### src/rtl/carry_resolver_stream.sv
// carry_resolver_stream
//   Carry-resolution stage between the arithmetic encoder and the byte
//   serialiser. It holds one pending byte plus a run of 0xFF bytes. Carries
//   arriving on later bytes are resolved into that pending group. The stage
//   then emits compressed records {head, run byte, run length}.
//
//   state    | meaning
//   ---------+------------------------------------------------------------
//   S_EMPTY  | no pending byte; the next lane starts a stream
//   S_HOLD   | pending byte (and possibly a 0xFF run) held
//   S_SERIAL | lanes 1..count-1 of the captured beat still to process
//   S_FLUSH  | emit the final record of the stream
//
// Ports
//   cr_clk, cr_reset            clock, async active-high reset
//   in_valid/in_ready           input beat handshake
//   in_count                    valid lanes in beat (0 only with in_final)
//   in_bytes                    packed lanes {carry, byte}, lane 0 in LSBs
//   in_final                    flush after this beat
//   out_valid/out_ready         record handshake
//   out_head, out_head_vld      head byte, present unless empty flush
//   out_run_byte, out_run_len   run byte (0xFF or 0x00) and its repeat count
//   out_last                    final record of a stream
//   out_error                   sticky protocol/overflow error
module carry_resolver_stream #(
    parameter int BITSTREAM_WIDTH = 8,
    parameter int LANES           = 2,
    parameter int RUN_WIDTH       = 8,
    parameter int CNT_WIDTH       = $clog2(LANES + 1)
) (
    input  logic                                 cr_clk,
    input  logic                                 cr_reset,
    input  logic                                 in_valid,
    output logic                                 in_ready,
    input  logic [CNT_WIDTH-1:0]                 in_count,
    input  logic [LANES*(BITSTREAM_WIDTH+1)-1:0] in_bytes,
    input  logic                                 in_final,
    output logic                                 out_valid,
    input  logic                                 out_ready,
    output logic [BITSTREAM_WIDTH-1:0]           out_head,
    output logic                                 out_head_vld,
    output logic [BITSTREAM_WIDTH-1:0]           out_run_byte,
    output logic [RUN_WIDTH-1:0]                 out_run_len,
    output logic                                 out_last,
    output logic                                 out_error
);

    localparam int LW = BITSTREAM_WIDTH + 1;
    localparam logic [BITSTREAM_WIDTH-1:0] ALL_ONES = '1;
    localparam logic [RUN_WIDTH-1:0]       RUN_MAX  = '1;

    typedef enum logic [1:0] {S_EMPTY, S_HOLD, S_SERIAL, S_FLUSH} state_t;

    state_t                       state;
    logic [BITSTREAM_WIDTH-1:0]   pend;
    logic                         pend_vld;
    logic [RUN_WIDTH-1:0]         run;
    logic [LANES*LW-1:0]          beat_q;
    logic [CNT_WIDTH-1:0]         beat_cnt;
    logic [CNT_WIDTH-1:0]         lane_idx;
    logic                         beat_final;

    logic [LW-1:0]                lane;
    logic                         lane_c;
    logic [BITSTREAM_WIDTH-1:0]   lane_v;
    logic                         out_free;
    logic                         accept;
    logic                         step_fire;
    logic                         step_emit;
    logic                         step_err;
    logic                         flush_fire;
    logic [BITSTREAM_WIDTH-1:0]   step_pend;
    logic [RUN_WIDTH-1:0]         step_run;

    assign out_free = !out_valid || out_ready;
    assign in_ready = ((state == S_EMPTY) || (state == S_HOLD)) && out_free && !cr_reset;
    assign accept   = in_valid && in_ready;

    // One lane is resolved per cycle: lane 0 straight from the input on the
    // accept edge, later lanes from the captured beat.
    always_comb begin
        lane = in_bytes[LW-1:0];
        if (state == S_SERIAL) begin
            lane = beat_q[lane_idx*LW +: LW];
        end
        lane_c = lane[LW-1];
        lane_v = lane[BITSTREAM_WIDTH-1:0];

        step_emit = pend_vld && (lane_c || (lane_v != ALL_ONES));
        step_err  = (!pend_vld && lane_c)
                 || (pend_vld && lane_c && (pend == ALL_ONES))
                 || (pend_vld && !lane_c && (lane_v == ALL_ONES) && (run == RUN_MAX));

        step_pend = pend;
        step_run  = run;
        if (!pend_vld || step_emit) begin
            step_pend = lane_v;
            step_run  = '0;
        end else if (run != RUN_MAX) begin
            step_run = run + 1'b1;
        end

        // A non-emitting serial lane proceeds even while a record is held.
        step_fire  = (accept && (in_count != '0))
                  || ((state == S_SERIAL) && (!step_emit || out_free));
        flush_fire = (state == S_FLUSH) && out_free;
    end

    always_ff @(posedge cr_clk or posedge cr_reset) begin
        if (cr_reset) begin
            state        <= S_EMPTY;
            pend         <= '0;
            pend_vld     <= 1'b0;
            run          <= '0;
            beat_q       <= '0;
            beat_cnt     <= '0;
            lane_idx     <= '0;
            beat_final   <= 1'b0;
            out_valid    <= 1'b0;
            out_head     <= '0;
            out_head_vld <= 1'b0;
            out_run_byte <= '0;
            out_run_len  <= '0;
            out_last     <= 1'b0;
            out_error    <= 1'b0;
        end else begin
            case (state)
                S_EMPTY, S_HOLD: begin
                    if (accept) begin
                        beat_q     <= in_bytes;
                        beat_cnt   <= in_count;
                        beat_final <= in_final;
                        lane_idx   <= CNT_WIDTH'(1);
                        if (in_count == '0) begin
                            if (in_final) begin
                                state <= S_FLUSH;
                            end else begin
                                out_error <= 1'b1;
                            end
                        end else if (in_count > CNT_WIDTH'(1)) begin
                            state <= S_SERIAL;
                        end else begin
                            state <= in_final ? S_FLUSH : S_HOLD;
                        end
                    end
                end
                S_SERIAL: begin
                    if (step_fire) begin
                        if (lane_idx == beat_cnt - 1'b1) begin
                            state <= beat_final ? S_FLUSH : S_HOLD;
                        end else begin
                            lane_idx <= lane_idx + 1'b1;
                        end
                    end
                end
                default: begin
                    if (flush_fire) begin
                        state <= S_EMPTY;
                    end
                end
            endcase

            if (step_fire) begin
                pend     <= step_pend;
                run      <= step_run;
                pend_vld <= 1'b1;
                if (step_err) begin
                    out_error <= 1'b1;
                end
            end

            if (step_fire && step_emit) begin
                out_valid    <= 1'b1;
                out_head     <= lane_c ? pend + 1'b1 : pend;
                out_head_vld <= 1'b1;
                out_run_byte <= lane_c ? '0 : ALL_ONES;
                out_run_len  <= run;
                out_last     <= 1'b0;
            end else if (flush_fire) begin
                out_valid    <= 1'b1;
                out_head     <= pend_vld ? pend : '0;
                out_head_vld <= pend_vld;
                out_run_byte <= pend_vld ? ALL_ONES : '0;
                out_run_len  <= pend_vld ? run : '0;
                out_last     <= 1'b1;
                pend         <= '0;
                pend_vld     <= 1'b0;
                run          <= '0;
            end else if (out_ready) begin
                out_valid <= 1'b0;
            end
        end
    end

endmodule

### config.mk
export PLATFORM = sky130hd
export DESIGN_NAME = carry_resolver_stream
export DESIGN_NICKNAME = d
export VERILOG_FILES = /design/src/rtl/carry_resolver_stream.sv
export SDC_FILE = /design/constraint.sdc
export NUM_CORES = 1
export LEC_CHECK = 0
export ABC_AREA = 1
export CAP_MARGIN = 20
export CORE_MARGIN = 1.5
export CORE_UTILIZATION = 59
export DETAILED_ROUTE_END_ITERATION = 6
export PLACE_DENSITY = 0.86
export SLEW_MARGIN = 10
export SYNTH_ARGS = -nofsm -noshare
export SYNTH_HDL_FRONTEND = slang
export SYNTH_SLANG_ARGS = --single-unit
### constraint.sdc
create_clock -name cr_clk -period 6.4 [get_ports cr_clk]
set_clock_uncertainty 0.2 [all_clocks]
set_input_delay 1.6 -clock cr_clk [delete_from_list [all_inputs] [get_ports cr_clk]]
set_output_delay 1.6 -clock cr_clk [all_outputs]
set_load 0.05 [all_outputs]
## After elaboration in Yosys (flattened, before gate mapping)

Cells that the tools add are included.
W data, S select, Z words.

| operators by class | value |
|---|---|
| mux-type cells | 51 |
| multiply operators | 1 |
| div/mod/pow operators | 0 |
| bitwise logic cells | 0 |
| shift-type cells | 1 |
| reduce and logical (&&, ||, !) cells | 38 |
| equality and inequality tests | 14 |
| $add $sub $neg | 4 |
| magnitude comparators | 1 |

Operator list:

| operator | number |
|---|---|
| $mux W8 | 20 |
| $eq A8 B8 Y1 const B | 3 |
| $mux W2 | 12 |
| $shiftx A18 B7 Y9 | 1 |
| $add A8 B1 Y8 const B | 2 |
| $mux W1 | 16 |
| $ne A8 B8 Y1 const B | 2 |
| $logic_and A1 B1 Y1 | 14 |
| $mux W9 | 1 |
| $logic_or A1 B1 Y1 | 8 |
| $pmux W2 S2 | 2 |
| $mul A2 B4 Y6 const B | 1 |
| $ne A2 B2 Y1 const B | 3 |
| $reduce_bool A2 Y1 | 3 |
| $reduce_bool A3 Y1 | 2 |
| $logic_not A1 Y1 | 5 |
| $reduce_and A5 Y1 | 1 |
| $eq A2 B2 Y1 const B | 2 |
| $logic_not A2 Y1 | 2 |
| $reduce_and A4 Y1 | 1 |
| $ne A3 B3 Y1 const B | 1 |
| $add A2 B1 Y2 const B | 1 |
| $eq A2 B1 Y1 const B | 1 |
| $eq A2 B2 Y1 | 1 |
| other kinds (5) | 5 |

| storage, ports and cells | value |
|---|---|
| memory bits (read-only) | 0 |
| input bits | 25 |
| bits in latches | 0 |
| memories | 0 |
| bits in writable memories | 0 |
| register bits after elaboration | 70 |
| output and inout port bits | 29 |
| word-level logic and storage cells | 125 |

## Logic depth before layout (Yosys ltp)

| logic depth | value |
|---|---|
| depth in word-level cells | 13 |
| gate-level depth with buffers | 18 |
| depth with buffers taken out | 16 |

## Worst setup path before layout

Ideal clock, no wire load.

| timing | value |
|---|---|
| kind | input -> output |
| from | input out_ready |
| to | output in_ready |
| stages | 2 |
| arrival | 2.759 ns |
| required time | 4.600 ns |
| buffers on the path | 0 |
| path slack | 1.841 ns |
| cells stage by stage | nor2_1 > nor3_1 |

| between the ends | value |
|---|---|
| longest elaborated chain between the ends | 3 |

Ends and longest elaborated chain:

| item | line | RTL |
|---|---|---|
| start: declaration | 39 | `input logic out_ready,` |
| $logic_or A1 B1 Y1 | 75 | `assign out_free = !out_valid \|\| out_ready;` |
| $logic_and A1 B1 Y1 (2 in series) | 76 | `assign in_ready = ((state == S_EMPTY) \|\| (state == S_HOLD)) && out_free && !cr_reset;` |
| end: declaration | 34 | `output logic in_ready,` |

Every way passes these cells.

## Final worst setup path

Same ends and word-level chain as after synthesis.

==> metrics.cfg <==
[setup_path]
rr_worst_depth=10
timing.rr.start=state[1]
critPathTopFamily=buffers and inverters
max_stage_delay_ns=0.85
crit_chain=clkdlybuf4s50_1, nor2_1, nor3_1, clkdlybuf4s50_1
crit_path_start_kind=input pin
cp_slowest_cell=clkdlybuf4s50_1
rrSetupSlack_ns=3.04
cp-end-kind=output port
cp.arrival_ns=3.19
worstPathRequired_ns=4.60
worst-path-max-fanout=4
path_class=in -> out
cp.buffers_inverters=2
rr_endpoint=out_head[0]
cpMostUsedCell=clkdlybuf4s50_1

[detailed_routing]
via_per_inst=5.30
ant_nets=0
via_count=3300
wire_per_inst_um=13.0
drtIter0Drc=253
drtPass1Iterations=4
totalWireLength_um=8120
route.detailed.drc=0

[die]
boundaryPins=54
fp.coreArea_mm2=0.00599
die_y_um=82.2
die_area_mm2=0.00676
num_rows=28
initial_core_util=0.618
die-width_um=82.2

[global_route]
track_usage=0.273
gr-usage-met2=0.424
grt_pass1_vias=3066
grt_max_degree=64
busiest_layer=met2
grt_use_met3=0.0615
grt.overflow.total=0
antenna_found_initial=0
met1_usage=0.361
grt_pass1_wl_um=13900

[yosys]
async_reset_ff_frac=1.00
syn_avg_cell_area_um2=7.38
synthCells=502
syn_area_mm2=0.00370
synth_nets=529
synth-seq-cells=63
synth_cell_types=39
synth_top_flop_cell=dfrtp_1
synth_edf_count=0
yosysSeqAreaShare=0.426
yosys_warnings=0

[sta]
rsz0062_at_grt=false
holdWs_ns=0.281
min_period_ns=4.99
maxSlewViolCount=0
tns_ns=0
final_min_period_over_clock_period=0.780
fmax_mhz=200
final_hold_viol_count=0
slew_headroom=0.478
worst_pin_slew_ns=0.783
setup_viol=0

[final_layout]
final_common_cell=nand2_1
antenna_cells=0
design_area_mm2=0.00436
layout.nets=571
fillers=458
stdcell_count=623
drive_above_1_share=0.106
mostFrequentLayoutCells=nand2_1 (197), dfrtp_1 (63), clkdlybuf4s50_1 (53)
area_growth_pct=17.7

[clock_tree]
ctsHoldBuffers=0
clock_latency_ns=0.35
cts_made_buffers=9
clock_sinks=63
clockRootBuffer=clkbuf_8
cts_tree=yes
h-tree-depth=3
cts_buffer_depth=2
cts.reportedPaths.clkPinSlew_ns=0.07
cts_setup_buffers=0
cts_resized=0

[placed_design]
dpl_cell_area_mm2=0.00416
gp_congestion=0.903
place_inst=608
io_buffers=53
dpl.hpwl_um=5580

[outcome]
status=finished, final reports clean

[pwr]
power.leakage_nw=2.26
power_density_mw_per_mm2=506
peakVddDrop_v=0.000381

[worst_hold_path]
min_from=beat_q[9]
hp-class=reg -> reg
hold_end=beat_q[9]
hold_depth=2

[flow_run]
cap_violations=0

-- area by class of cell --
cell class	count	area, um2	share of cell area
multi-input combinational	369	1770	0.406
sequential	63	1580	0.362
timing repair buffer	54	538	0.123
inverter	47	184	0.0422
clock buffer	11	151	0.0347
tap	75	93.8	0.0215
clock inverter	4	45.0	0.0103
-- worst register-to-register path, cell delays in order (launching register included) --
cell and delay [ns]:
dfrtp_1 0.48, nor3_1 0.29, nand2_1 0.50, inv_1 0.67, o21ai_2 0.32, nand2_8 0.27
nand2_8 0.12, nand2_8 0.15, inv_6 0.11, nand2_1 0.08, nand2_1 0.05
-- layer usage --
metal	wire length [um]	part of all wire	vias to the layer above
met4	220	0.027	0
met2	3830	0.47	132
met3	481	0.059	22
li1	-	-	1650
met5	0	0	-
met1	3590	0.44	1496
-- flip-flops by register name (all words and copies together) (netlist names) --
register      count
out_head          8
state             2
lane_idx          2
out_last          1
out_run_len       8
pend_vld          1
pend              8
out_error         1
beat_cnt          2
out_head_vld      1
beat_final        1
out_run_byte      1
run               8
out_valid         1
beat_q           18
-- worst max path at each step --
stage / depth (start not counted) / endpoint / from
floorplan: 2 / in_ready / out_ready
finish: 4 / in_ready / out_ready
global route: 4 / in_ready / out_ready
detailed placement: 4 / in_ready / out_ready
CTS: 4 / in_ready / out_ready
global placement: 4 / in_ready / out_ready
-- per-stage QoR --
step            util  setup slack [ns]  total power [W]
2_1_floorplan      -              1.84          0.00164
3_3_place_gp   0.695              1.45          0.00181
3_5_place_dp   0.695              1.40          0.00184
4_1_cts        0.728              1.39          0.00220
5_1_grt        0.728              1.30          0.00238
6_report       0.728              1.41          0.00221
-- logic make-up after synthesis --
kind of cell    count (synthesis)  share of synthesized area
xor+xnor                        9                     0.0213
simple gates                  315                      0.381
buf+inv                        70                     0.0966
compound gates                 43                     0.0692
flops                          63                      0.426
fa+ha+maj                       2                    0.00675
-- power breakdown --
part           internal (W)  switching, W
Clock              0.000197      0.000154
Combinational      0.000372      0.000802
Sequential         0.000542      0.000140
Total               0.00111       0.00110
-- synthesized netlist by cell type (2+ instances only) --
cell type	number	area [um2]
buf_6	3	33.8
o21ai_0	17	85.1
a21oi_1	14	70.1
inv_1	41	154
nand2_1	197	739
dfrtp_1	63	1580
nand2_2	16	100
nand2_4	2	22.5
buf_2	3	15.0
o211ai_1	2	15.0
inv_2	4	15.0
ha_1	2	25.0
nand3_1	42	210
nor2_1	39	146
nor3_1	6	30.0
nor2_2	4	25.0
nand2_8	3	60.1
buf_4	9	67.6
clkbuf_1	5	18.8
o21ai_2	3	26.3
xor2_1	8	70.1
nor2_4	2	22.5
No activity file was read; power rests on OpenSTA's default activity.
==> RTL edit: new RTL, config.mk and constraints unchanged <==
Set the parameter `LANES` to 4 (it was 2).
--- a/src/rtl/carry_resolver_stream.sv
+++ b/src/rtl/carry_resolver_stream.sv
@@ -26,3 +26,3 @@
     parameter int BITSTREAM_WIDTH = 8,
-    parameter int LANES           = 2,
+    parameter int LANES           = 4,
     parameter int RUN_WIDTH       = 8,
Ports: changed (resized in_bytes and in_count); port bits go from 54 to 73. The function was not compared with the original's and may differ.
==> RTL edit against the original RTL <==
- sequential cell count grew 20
- count of clock-buffer cells in the layout shrank 1
- via count grew 19%
- setup slack gained 37 ps
- fmax grew 0.75%
- area after synthesis grew 21%
- first-iteration DRC count grew 30%
- cell count grew 8.7%
- routed wire length grew 30%
- power grew 17%
- sequential power grew 32%
- final area grew 23%
- hold slack lost 2.6 ps
- critical endpoint unchanged
- highest routed layer unchanged
==> RTL edit: results (changes against the original RTL) <==
r2r-start: "lane_idx[0]"
grt.total_usage_pct: 27.8  # +0.49 points
largest_reg_flops: 36  # +18
port_buffers: 72  # +36%
drive_above_1_share_pct: 13.5  # +2.9 points
drtPass1Iterations: 5  # +1
p_leak_nw: 2.43  # +7.6%
worstMarginPinSlew_ps: 1070  # +283 ps
synthMuxAreaShare_pct: 9.30  # +9.3 points
arrival_ps: 3150  # -40 ps
synth-compound-area-share_pct: 4.75  # -2.2 points
ys_seq_area_share_pct: 46.4  # +3.8 points
rr_endpoint: "out_run_len[4]"
drtIter0Drc: 328  # +30%
hp-start: "out_error"
synth_fa_ha_area_share_pct: 1.12  # +0.44 points
clk_latency_ps: 370  # +20 ps
r2r_cells: 14  # +4
synth_nets: 566  # +7.0%
outcome: "finished, final reports clean"
yosysUniqueCellTypes: 30  # -23%
grt_pass1_vias: 3970  # +29%
synth_xor_area_share_pct: 2.15  # +0.023 points
grt_max_degree: 67  # +4.7%
r2r_slack_ps: 3010  # -30 ps
-- RTL edit: stage by stage --
stage / util (%) / hold WS, ps / total power [mW] / instances / instance area (µm²)
floorplan: - / 253 / 1.89 / 518 / 4480
global placement: 70.8 / 254 / 2.11 / 661 / 5160
detailed placement: 70.8 / 261 / 2.18 / 661 / 5160
CTS: 73.7 / 280 / 2.58 / 677 / 5380
global route: 73.7 / 323 / 2.75 / 677 / 5380
finish: 73.7 / 279 / 2.58 / 677 / 5380
-- RTL edit: cell families (layout without fill, tap and decap cells) --
group	Yosys count	after routing
XOR/XNOR	11	11
flip-flops	83	83
adder cells (fa/ha/maj)	4	4
buffers and inverters	62	122
AO/OA/AOI/OAI	41	41
AND/OR/NAND/NOR	280	280
multiplexers	37	37
-- RTL edit: how the worst max path moves through the flow --
stage | cells past startpoint | slack, ps | start | to
detailed placement | 4 | 1460 | out_ready | in_ready
finish | 4 | 1450 | out_ready | in_ready
CTS | 4 | 1450 | out_ready | in_ready
global placement | 4 | 1500 | out_ready | in_ready
global route | 4 | 1350 | out_ready | in_ready
floorplan | 2 | 2290 | out_ready | in_ready
-- RTL edit: worst min-delay path, cell delays in order, from the launching register on --
cell     delay [ps]
dfrtp_1         350
nor2_1           50
nand2_1          50
-- RTL edit: cell type report --
type	instances	share of cell area [%]
clock inverters	6	1.35
clock buffers	10	2.56
multi-input cells	373	39.1
well taps	99	2.30
inverters	31	2.19
repair buffers	75	13.8
flip-flops and latches	83	38.6
-- RTL edit: power by group --
group / internal [mW] / switching, mW
combinational: 0.464 / 0.819
clock: 0.194 / 0.206
sequential: 0.728 / 0.173
-- RTL edit: layer usage --
metal	global-route usage (%)	share of wire [%]	vias up
met5	0	0	-
met4	13.4	2.8	0
met3	5.08	6.4	33
met2	48.3	51	165
met1	33.1	39	1903
li1	-	-	1841
